$ cat src/rtl/data_memory_pkg.sv
// Shared data-memory types: store-buffer entry layout, store widths and
// the drain FSM state encoding.
package data_memory_pkg;

    typedef enum logic [1:0] {
        BYTE = 2'd0,
        HALF = 2'd1,
        WORD = 2'd2
    } store_width_t;

    typedef struct packed {
        logic [31:0]  address;
        logic [31:0]  data;
        store_width_t width;
    } store_buffer_entry_t;

    localparam logic [1:0] DRAIN_IDLE  = 2'd0;
    localparam logic [1:0] DRAIN_POP   = 2'd1;
    localparam logic [1:0] DRAIN_LATCH = 2'd2;
    localparam logic [1:0] DRAIN_WRITE = 2'd3;

endpackage

$ cat src/rtl/store_buffer_drain_if.sv
// Store-buffer read port plus data-memory write port used by the drain.
// master: drain side (pops entries, issues writes).
// slave:  store buffer / memory side.
interface store_buffer_drain_if;
    import data_memory_pkg::*;

    logic                st_buf_empty_i;
    logic                st_buf_pop_o;
    store_buffer_entry_t st_buf_packet_i;
    logic                mem_write_o;
    logic [31:0]         mem_address_o;
    logic [31:0]         mem_data_o;
    logic [3:0]          mem_byte_enable_o;
    logic                mem_done_i;

    modport master (
        input  st_buf_empty_i, st_buf_packet_i, mem_done_i,
        output st_buf_pop_o, mem_write_o, mem_address_o, mem_data_o,
               mem_byte_enable_o
    );

    modport slave (
        output st_buf_empty_i, st_buf_packet_i, mem_done_i,
        input  st_buf_pop_o, mem_write_o, mem_address_o, mem_data_o,
               mem_byte_enable_o
    );

endinterface

$ cat src/rtl/store_lane_align.sv
// Combinational lane alignment for a sub-word access.
// Ports: offset_i (address[1:0]), data_i, width_i -> byte_enable_o,
//        aligned_data_o (value replicated across lanes), misaligned_o.
// Only the low address bits matter, so only those are taken.
module store_lane_align
    import data_memory_pkg::*;
(
    input  logic [1:0]   offset_i,
    input  logic [31:0]  data_i,
    input  store_width_t width_i,
    output logic [3:0]   byte_enable_o,
    output logic [31:0]  aligned_data_o,
    output logic         misaligned_o
);

    always_comb begin
        byte_enable_o  = 4'b0000;
        aligned_data_o = data_i;
        misaligned_o   = 1'b0;
        case (width_i)
            BYTE: begin
                byte_enable_o  = 4'b0001 << offset_i;
                aligned_data_o = {4{data_i[7:0]}};
            end
            HALF: begin
                byte_enable_o  = 4'b0011 << {offset_i[1], 1'b0};
                aligned_data_o = {2{data_i[15:0]}};
                misaligned_o   = offset_i[0];
            end
            WORD: begin
                byte_enable_o = 4'b1111;
                misaligned_o  = |offset_i;
            end
            // Unencoded width: treat as unusable so the entry is discarded.
            default: misaligned_o = 1'b1;
        endcase
    end

endmodule

$ cat src/rtl/store_buffer_drain.sv
// Drains the store buffer one entry at a time onto the data-memory write
// port, with alignment checking, a per-transaction timeout and yielding
// to pending load misses.
// Ports: clk_i, rst_n_i (async active-low); bus (store-buffer pop port and
//        memory write port); load_pending_i; misaligned_o / timeout_o
//        (one-cycle pulses); idle_o (combinational, for fences).
module store_buffer_drain
    import data_memory_pkg::*;
#(
    parameter int unsigned TIMEOUT_CYCLES = 255
) (
    input  logic                 clk_i,
    input  logic                 rst_n_i,
    store_buffer_drain_if.master bus,
    input  logic                 load_pending_i,
    output logic                 misaligned_o,
    output logic                 timeout_o,
    output logic                 idle_o
);

    localparam int unsigned         CNT_W    = $clog2(TIMEOUT_CYCLES + 1);
    localparam logic [CNT_W-1:0]    CNT_LAST = CNT_W'(TIMEOUT_CYCLES - 1);

    logic [1:0]       state_q, state_d;
    logic [CNT_W-1:0] cnt_q, cnt_d;
    logic             pop_q, pop_d;
    logic             write_q, write_d;
    logic             mis_q, mis_d;
    logic             to_q, to_d;
    logic [31:0]      addr_q, addr_d;
    logic [31:0]      data_q, data_d;
    logic [3:0]       be_q, be_d;

    logic [3:0]       al_be;
    logic [31:0]      al_data;
    logic             al_mis;

    store_lane_align u_align (
        .offset_i       (bus.st_buf_packet_i.address[1:0]),
        .data_i         (bus.st_buf_packet_i.data),
        .width_i        (bus.st_buf_packet_i.width),
        .byte_enable_o  (al_be),
        .aligned_data_o (al_data),
        .misaligned_o   (al_mis)
    );

    // Next-state and registered-output logic.
    always_comb begin
        state_d = state_q;
        cnt_d   = cnt_q;
        mis_d   = 1'b0;
        to_d    = 1'b0;
        addr_d  = addr_q;
        data_d  = data_q;
        be_d    = be_q;
        case (state_q)
            DRAIN_IDLE: begin
                cnt_d = '0;
                if (!bus.st_buf_empty_i && !load_pending_i) begin
                    state_d = DRAIN_POP;
                end
            end
            DRAIN_POP: begin
                state_d = DRAIN_LATCH;
            end
            DRAIN_LATCH: begin
                // Entry is valid this cycle; capture it whether or not it is usable.
                addr_d = {bus.st_buf_packet_i.address[31:2], 2'b00};
                data_d = al_data;
                be_d   = al_be;
                cnt_d  = '0;
                if (al_mis) begin
                    mis_d   = 1'b1;
                    state_d = DRAIN_IDLE;
                end else begin
                    state_d = DRAIN_WRITE;
                end
            end
            DRAIN_WRITE: begin
                // Completion takes priority over a coinciding timeout.
                if (bus.mem_done_i) begin
                    cnt_d   = '0;
                    state_d = DRAIN_IDLE;
                end else if (cnt_q == CNT_LAST) begin
                    cnt_d   = '0;
                    to_d    = 1'b1;
                    state_d = DRAIN_IDLE;
                end else begin
                    cnt_d = cnt_q + CNT_W'(1);
                end
            end
            default: begin
                state_d = DRAIN_IDLE;
            end
        endcase
        pop_d   = (state_d == DRAIN_POP);
        write_d = (state_d == DRAIN_WRITE);
    end

    // State and output registers.
    always_ff @(posedge clk_i or negedge rst_n_i) begin
        if (!rst_n_i) begin
            state_q <= DRAIN_IDLE;
            cnt_q   <= '0;
            pop_q   <= 1'b0;
            write_q <= 1'b0;
            mis_q   <= 1'b0;
            to_q    <= 1'b0;
            addr_q  <= '0;
            data_q  <= '0;
            be_q    <= '0;
        end else begin
            state_q <= state_d;
            cnt_q   <= cnt_d;
            pop_q   <= pop_d;
            write_q <= write_d;
            mis_q   <= mis_d;
            to_q    <= to_d;
            addr_q  <= addr_d;
            data_q  <= data_d;
            be_q    <= be_d;
        end
    end

    assign bus.st_buf_pop_o      = pop_q;
    assign bus.mem_write_o       = write_q;
    assign bus.mem_address_o     = addr_q;
    assign bus.mem_data_o        = data_q;
    assign bus.mem_byte_enable_o = be_q;
    assign misaligned_o          = mis_q;
    assign timeout_o             = to_q;
    assign idle_o                = (state_q == DRAIN_IDLE) && bus.st_buf_empty_i;

endmodule

$ cat src/flat_wrapper.sv
// flat-port wrapper written by rule: the top's interface ports become plain ports
module store_buffer_drain_flat import data_memory_pkg::*;
#(
    parameter int unsigned TIMEOUT_CYCLES = 255
)
  (clk_i, rst_n_i, load_pending_i, misaligned_o, timeout_o, idle_o, bus_st_buf_empty_i, bus_st_buf_packet_i, bus_mem_done_i, bus_st_buf_pop_o, bus_mem_write_o, bus_mem_address_o, bus_mem_data_o, bus_mem_byte_enable_o);
  store_buffer_drain_if bus_i ();
  input  logic clk_i;
  input  logic rst_n_i;
  input  logic load_pending_i;
  output logic misaligned_o;
  output logic timeout_o;
  output logic idle_o;
  input wire logic [$bits(bus_i.st_buf_empty_i)-1:0] bus_st_buf_empty_i;
  input wire logic [$bits(bus_i.st_buf_packet_i)-1:0] bus_st_buf_packet_i;
  input wire logic [$bits(bus_i.mem_done_i)-1:0] bus_mem_done_i;
  output wire logic [$bits(bus_i.st_buf_pop_o)-1:0] bus_st_buf_pop_o;
  output wire logic [$bits(bus_i.mem_write_o)-1:0] bus_mem_write_o;
  output wire logic [$bits(bus_i.mem_address_o)-1:0] bus_mem_address_o;
  output wire logic [$bits(bus_i.mem_data_o)-1:0] bus_mem_data_o;
  output wire logic [$bits(bus_i.mem_byte_enable_o)-1:0] bus_mem_byte_enable_o;
  assign bus_i.st_buf_empty_i = bus_st_buf_empty_i;
  assign bus_i.st_buf_packet_i = bus_st_buf_packet_i;
  assign bus_i.mem_done_i = bus_mem_done_i;
  assign bus_st_buf_pop_o = bus_i.st_buf_pop_o;
  assign bus_mem_write_o = bus_i.mem_write_o;
  assign bus_mem_address_o = bus_i.mem_address_o;
  assign bus_mem_data_o = bus_i.mem_data_o;
  assign bus_mem_byte_enable_o = bus_i.mem_byte_enable_o;
  store_buffer_drain #(.TIMEOUT_CYCLES(TIMEOUT_CYCLES)) u_core (.clk_i(clk_i), .rst_n_i(rst_n_i), .bus(bus_i), .load_pending_i(load_pending_i), .misaligned_o(misaligned_o), .timeout_o(timeout_o), .idle_o(idle_o));
endmodule
$ cat config.mk
export PLATFORM = sky130hd
export DESIGN_NAME = store_buffer_drain_flat
export DESIGN_NICKNAME = d
export VERILOG_FILES = /design/src/rtl/data_memory_pkg.sv /design/src/rtl/store_buffer_drain_if.sv /design/src/rtl/store_lane_align.sv /design/src/rtl/store_buffer_drain.sv /design/src/flat_wrapper.sv
export SDC_FILE = /design/constraint.sdc
export NUM_CORES = 1
export LEC_CHECK = 0
export CAP_MARGIN = 0
export CORE_MARGIN = 1
export CORE_UTILIZATION = 46
export CTS_CLUSTER_SIZE = 10
export DETAILED_ROUTE_END_ITERATION = 7
export GPL_ROUTABILITY_DRIVEN = 0
export PLACE_DENSITY = 0.85
export REMOVE_ABC_BUFFERS = 1
export SLEW_MARGIN = 10
export SYNTH_ARGS = -nofsm -noshare
export SYNTH_HDL_FRONTEND = slang
export SYNTH_SLANG_ARGS = --single-unit
$ cat constraint.sdc
create_clock -name clk_i -period 3.7 [get_ports clk_i]
set_clock_uncertainty 0.05 [all_clocks]
set_input_delay 0.74 -clock clk_i [delete_from_list [all_inputs] [get_ports clk_i]]
set_output_delay 0.74 -clock clk_i [all_outputs]
set_load 0.01 [all_outputs]
==> metrics.md, run 1 <==
| Metric | Value |
|---|---|
| CP required | `~2.9 ns` |
| Clk Latency, worst-skew pair | `roughly 0.34 ns` |
| Period Utilization, post-route | `74.1%` |
| VDD IR max | `0.407 mV` |
| Synth Area in Simple Gates | `20.3%` |
| Finish-stage setup viols | `0` |
| Initial drt markers | `60` |
| Synth cell types | `35` |
| TritonCTS clock tree | `yes` |
| Cell family with most CP delay | `buffers and inverters` |
| Worst-margin pin slew | `1.00 ns` |
| Hold crit path type | `flop to flop` |
| Initial antenna violation count | `0` |
| Setup tns final | `0 ns` |
| Total track usage | `a little under a quarter` |
| Post-synthesis compound-gate area fraction | `8.87%` |
| Final Hold Fails | `0` |
| Die area | `0.00802 mm²` |
| Yosys warns | `0` |
| Die Width | `89.5 µm` |
| Adder-cell share of the synthesized area | `0.710%` |
| Largest family of logic cells by synthesized area | `simple AND/OR/NAND/NOR gates` |
| FF+latch count, synth | `80` |
| Share of power burned in the clock network | `14.4%` |
| Row count | `31` |
| Critical Path, Cell by Cell | `clkdlybuf4s50_1, nor3b_1, clkdlybuf4s50_1` |
| CP max-delay cell | `clkdlybuf4s50_1` |
| Cell area after synthesis | `0.00352 mm²` |
| Psw | `1.38 mW` |
| Vias in the first global route | `3019` |
| Sequential fraction of the synthesis area | `56.8%` |
| Critical Path Source Type | `primary input` |
| Synthesis-to-finish area growth | `46.0%` |
| Gr ovfl total | `0` |
| Most used cell, CP | `clkdlybuf4s50_1` |
| Antenna viol nets, final | `0` |
| Buffers and inverters on the worst path | `2` |
| Worst setup EP type | `primary output` |
| CP max FO | `2` |
| Post-route DRC | `0` |
| TritonCTS buffer count | `9` |
| PostCTS Resize Cnt | `0` |
| Ys flop type | `dfrtp_1` |
| Logic gate share of total power | `47.3%` |
| Syn Area/Cell | `9.53 µm²` |
| Drt total wl | `roughly 8400 µm` |
| Arr. time, crit path | `1.95 ns` |
| Post-DR wirelength/cell | `about 14 µm` |
| Tmin final | `2.74 ns` |
| P_int | `~2.5 mW` |
| CP max stage delay | `0.56 ns` |
| Layout cells sized above 1 | `6.30%` |
| Placed Cells incl. Taps | `593` |
| Buffers on Ports | `141` |
| ANT cells | `0` |
| Post-synth EDFFs | `0` |
| Cts hold-fix bufs | `0` |
| Sequential share of power | `38.4%` |
| Post-Synth XOR/XNOR Area | `0%` |
| Fin. max-slew vios | `0` |
| Number of H-tree levels | `3` |
| Share of synthesized flip-flops with an asynchronous set or reset | `100%` |
| Via-per-instance ratio | `4.95` |
| Fin cells | `~610` |
| Outcome | `completed` |
| First-pass GRT wire length | `13700 µm` |
| TritonCTS Sinks | `80` |
| Max cap viols | `0` |
| Pwr dens | `~750 mW/mm²` |
| Portion of netlist area occupied by mux cells | `9.37%` |
| Via count | `~3000` |
| Max-slew headroom | `33.2%` |
| Setup Crit Path Kind | `primary input to primary output` |
| Maximum clock rate | `365 MHz` |
| Net Sw Frac | `a little over a third` |
| Largest net degree at the start of global routing | `81` |
| Pre-Repair DR Iteration Count | `4` |
| Clk root buf | `clkbuf_8` |
| Core box area | `~0.0073 mm²` |
| Lkg Pwr | `2.38 nW` |
| Initial core utilization | `48.1%` |
| RSZ-0062 raised after global routing | `false` |
| Clock tree buffer depth | `2` |
| Gate Count Post-Synth | `370` |
| Chip Height | `89.5 µm` |
| Clk slew on worst S/H paths | `0.07 ns` |
| Hpwl dp | `6020 µm` |
| I/O pin cnt | `144` |
| Setup bufs post-CTS | `0` |
| Final nets | `a little under 600` |
## worst paths after layout
| kind | startpoint | end | slack [ns] | cells after the start |
|---|---|---|---|---|
| setup / recovery | bus_st_buf_empty_i | idle_o | 0.96 | 3 |
| min in group asynchronous | rst_n_i | u_core.bus.mem_byte_enable_o[2] | 0.49 | 1 |
| hold reg to reg | u_core.bus.mem_data_o[5] | u_core.bus.mem_data_o[5] | 0.43 | 2 |
| hold / removal | u_core.bus.mem_data_o[5] | u_core.bus.mem_data_o[5] | 0.43 | 2 |
| max in group asynchronous | rst_n_i | u_core.bus.mem_address_o[28] | 2.45 | 1 |
| setup reg to reg | u_core.state_q[1] | u_core.bus.mem_data_o[25] | 1.64 | 3 |
## tightest hold or removal path: cells and delay by family (launching register included)
family | cells | cell delay (ns)
flip-flops | 1 | 0.34
AND/OR/NAND/NOR | 2 | 0.10
## state kept, by name, summed over array words and instances, names as in the netlist
name	count
u_core.cnt_q	8
u_core.bus.mem_byte_enable_o	4
u_core.timeout_o	1
u_core.bus.mem_data_o	32
u_core.bus.mem_address_o	30
u_core.state_q	2
u_core.bus.st_buf_pop_o	1
u_core.bus.mem_write_o	1
u_core.misaligned_o	1
## power groups by stage
stage / combinational [mW] / clock [mW] / sequential, mW
4_1_cts: 1.85 / 0.565 / 1.48
3_3_place_gp: 1.80 / 0 / 1.47
6_report: 1.82 / 0.552 / 1.48
3_5_place_dp: 1.84 / 0 / 1.49
5_1_grt: 2.02 / 0.591 / 1.53
2_1_floorplan: 0.620 / 0 / 1.64
## synthesized netlist by cell type (4+ instances only)
library cell | count | area (µm²)
nand2_1 | 150 | 563
dfrtp_1 | 80 | 2000
o21ai_0 | 32 | 160
mux2i_1 | 24 | 240
buf_2 | 9 | 45.0
clkbuf_1 | 9 | 33.8
mux2_2 | 8 | 90.1
inv_1 | 6 | 22.5
a21oi_1 | 4 | 20.0
nand3_1 | 4 | 20.0
or4_1 | 4 | 30.0
## per-layer routing
layer	global-route usage, %	routed length [µm]
met5	0	0
met2	40.7	4280
met1	26.4	3620
met3	5.72	421
met4	6.64	105
## kinds of logic after synthesis
kind of cell	after synthesis
AND/OR/NAND/NOR	175
flip-flops	80
AO/OA/AOI/OAI	52
multiplexers	32
buffers and inverters	28
adder cells (fa/ha/maj)	2
other	1
## stage by stage
stage	total power, mW	hold slack, ns	util, %	setup slack [ns]	cell area, µm²
after floorplan	2.26	0.394	-	0.896	3420
after global placement	3.27	0.406	68.0	0.973	4990
after detailed placement	3.33	0.412	68.0	0.968	4990
after CTS	3.89	0.431	70.2	0.953	5150
after global routing	4.14	0.455	70.2	0.886	5150
final	3.84	0.425	70.2	0.957	5150
## layout by cell type (no fill, tap or decap), types with 3 or more instances in the layout
master,instances
nor3_1,3
o21ai_0,32
mux2i_1,24
clkinv_2,3
buf_4,5
nand2_1,150
o31ai_1,3
a22oi_1,3
dfrtp_1,80
clkbuf_8,10
mux2_2,8
or4_1,4
inv_1,6
a21oi_1,4
clkdlybuf4s50_1,140
nand3_1,4
## area by class of cell
| cell class | instances | area [µm²] |
|---|---|---|
| sequential | 80 | 2000 |
| clock buffer | 10 | 138 |
| fill | 564 | 2180 |
| clock inverter | 4 | 22.5 |
| inverter | 6 | 22.5 |
| multi-input combinational | 263 | 1400 |
| timing repair buffer | 145 | 1440 |
| tap | 99 | 124 |
No activity file was read; power rests on OpenSTA's default activity.
==> inputs of run 2 (changes only) <==
- CORE_UTILIZATION: 46 -> 39
- PLACE_DENSITY: 0.85 -> 0.77
- clock period: 3.7 -> 2.3 ns (I/O delays scaled with it)
==> run 2 against run 1 <==
Against the previous run: global-route usage fell by 2.2 points; sequential power increased by 61%; sequential share of layout area is 1.1 points lower; setup slack lost 0.85 ns; highest routed layer unchanged.
==> metrics.md, run 2 (synthesized netlist as in run 1, its figures left out) <==
| Metric | Value |
|---|---|
| Initial drt markers | `170 (was 60)` |
| Synthesis-to-finish area growth | `50.2% (was 46.0%)` |
| Post-route DRC | `0 (unchanged)` |
| Post-DR wirelength/cell | `14.4 µm (was 13.9 µm)` |
| I/O pin cnt | `144 (unchanged)` |
| Hold crit path type | `flop to flop (unchanged)` |
| Place WS | `0.112 ns (was 0.968 ns)` |
| Initial core utilization | `40.4% (was 48.1%)` |
| Fin. max-slew vios | `0 (unchanged)` |
| Core box area | `0.00872 mm² (was 0.00733 mm²)` |
| Pre-Repair DR Iteration Count | `4 (unchanged)` |
| Reg2reg end | `u_core.cnt_q[3] (was u_core.bus.mem_data_o[25])` |
| Max cap viols | `0 (unchanged)` |
| ANT cells | `0 (unchanged)` |
| CP max FO | `2 (unchanged)` |
| Layout cells sized above 1 | `7.71% (was 6.30%)` |
| Max-slew headroom | `47.9% (was 33.2%)` |
| Row count | `34 (was 31)` |
| Hold path startpoint | `u_core.bus.mem_address_o[28] (was u_core.bus.mem_data_o[5])` |
| Finish-stage setup viols | `0 (unchanged)` |
| Hold slack | `0.430 ns (was 0.425 ns)` |
| Hpwl dp | `6620 µm (was 6020 µm)` |
| VDD IR max | `0.677 mV (was 0.407 mV)` |
| Clock tree buffer depth | `2 (unchanged)` |
| Critical Path Source Type | `primary input (unchanged)` |
| Vias in the first global route | `3249 (was 3019)` |
| CP required | `1.79 ns (was 2.91 ns)` |
| Buffers and inverters on the worst path | `2 (unchanged)` |
| Setup ws final | `0.112 ns (was 0.957 ns)` |
| RR Startpoint | `u_core.cnt_q[0] (was u_core.state_q[1])` |
| Multi-input combinational cell area | `0.00140 mm² (unchanged)` |
| Via-per-instance ratio | `4.90 (was 4.95)` |
| Most common cell after layout, fill and taps aside | `nand2_1 (unchanged)` |
| Largest net degree at the start of global routing | `37 (was 81)` |
| Drt total wl | `9010 µm (was 8430 µm)` |
| Most used cell, CP | `clkdlybuf4s50_1 (unchanged)` |
| Gr ovfl total | `0 (unchanged)` |
| CP max stage delay | `0.56 ns (about the same)` |
| Max reg flops | `32 (unchanged)` |
| Fin cells | `627 (was 607)` |
| TritonCTS buffer count | `9 (unchanged)` |
| Critical Path, Cell by Cell | `clkdlybuf4s50_1, nor3b_1, clkdlybuf4s50_1 (unchanged)` |
| Worst-margin pin slew | `0.774 ns (was 1.00 ns)` |
| Worst setup EP type | `primary output (unchanged)` |
| Die Width | `97.1 µm (was 89.5 µm)` |
| Outcome | `completed (unchanged)` |
| Most frequent cells in the layout | `150 x nand2_1, 140 x clkdlybuf4s50_1, 80 x dfrtp_1, 32 x o21ai_0, 24 x mux2i_1 (unchanged)` |
| Chip Height | `97.1 µm (was 89.5 µm)` |
| Period Utilization, post-route | `95.1%` |
| Setup tns final | `0 ns (unchanged)` |
| Setup Crit Path Kind | `primary input to primary output (unchanged)` |
| RSZ-0062 raised after global routing | `false (unchanged)` |
| Clk root buf | `clkbuf_8 (unchanged)` |
| Min-Delay Endpoint | `u_core.bus.mem_address_o[28] (was u_core.bus.mem_data_o[5])` |
| Total track usage | `20.3% (was 22.5%)` |
| Die area | `0.00942 mm² (was 0.00802 mm²)` |
| Lkg Pwr | `2.44 nW (was 2.38 nW)` |
| Initial antenna violation count | `0 (unchanged)` |
| Maximum clock rate | `457 MHz` |
| Number of H-tree levels | `3 (unchanged)` |
| FILL cells | `735 (was 564)` |
| Tmin final | `2.19 ns` |
| Via count | `3075 (was 3007)` |
| TritonCTS Sinks | `80 (unchanged)` |
| Clk slew on worst S/H paths | `0.07 ns (about the same)` |
| Setup slack, reg-to-reg | `0.33 ns (was 1.64 ns)` |
| Cell family with most CP delay | `buffers and inverters (unchanged)` |
| Pwr dens | `1210 mW/mm² (was 747 mW/mm²)` |
| Antenna viol nets, final | `0 (unchanged)` |
| Hold depth | `2 (unchanged)` |
| First-pass GRT wire length | `15400 µm (was 13700 µm)` |
| FF-to-FF path depth | `5 (was 3)` |
| Clk Latency, worst-skew pair | `0.33 ns (was 0.34 ns)` |
| Arr. time, crit path | `1.68 ns (was 1.95 ns)` |
| Final Hold Fails | `0 (unchanged)` |
| FF+latch area | `0.00200 mm² (unchanged)` |
| Buffers on Ports | `141 (unchanged)` |
| CP max-delay cell | `clkdlybuf4s50_1 (unchanged)` |
| Final nets | `587 (was 578)` |
| TritonCTS clock tree | `yes (unchanged)` |
| Placed Cells incl. Taps | `610 (was 593)` |
==> run 2: cell types whose count changed in the layout (fill, tap and decap cells not counted), moves of 2 or more <==
cell,delta
clkinvlp_4,+2
clkbuf_1,+2
buf_12,+3
clkinv_2,-2
buf_4,+5
==> run 2: through the flow <==
stage	utilization, %	power [mW]	cell area, µm²
CTS	60.7	6.53	5300
finish	60.7	6.42	5300
floorplan	-	3.64	3420
global placement	58.4	5.36	5100
detailed placement	58.4	5.49	5100
global route	60.7	6.89	5300
==> run 2: power breakdown <==
group / total [mW] / switching, mW / internal (mW)
registers: 2.38 / 0.354 / 2.03
logic: 3.04 / 1.43 / 1.60
clock network: 1.00 / 0.501 / 0.501
==> run 2: layout make-up <==
class / instances / share of cell area, %
multi-input cells: 263 / 26.4
clock buffers: 11 / 2.48
flip-flops and latches: 80 / 37.8
well taps: 108 / 2.55
repair buffers: 154 / 29.2
clock inverters: 5 / 1.09
inverters: 6 / 0.425
==> run 2: repair_timing <==
action                     4_1_cts  5_1_grt
resized for setup                0        0
setup endpoints to repair        0        0
hold endpoints to repair        24        0
setup buffers                    0        0
hold buffers                     1        0
==> run 2: how the worst max path moves through the flow <==
stage / startpoint / end / slack, ns / cells after the start
2_1_floorplan: u_core.state_q[1] / u_core.state_q[0] / -0.50 / 3
3_3_place_gp: bus_st_buf_empty_i / idle_o / 0.12 / 3
3_5_place_dp: bus_st_buf_empty_i / idle_o / 0.11 / 3
4_1_cts: bus_st_buf_empty_i / idle_o / 0.1 / 3
5_1_grt: bus_st_buf_empty_i / idle_o / 0.02 / 3
6_report: bus_st_buf_empty_i / idle_o / 0.11 / 3
==> run 2: routing by layer <==
layer	global-route usage (%)	part of all wire [%]
met3	5.11	6.4
met1	24.7	42
met4	8.50	2.2
met5	0	0
met2	34.3	49
==> run 2: tightest hold or removal path: stages (launching register included) <==
cell and delay (ns):
dfrtp_1 0.34, nand2_1 0.05, nand2_1 0.06
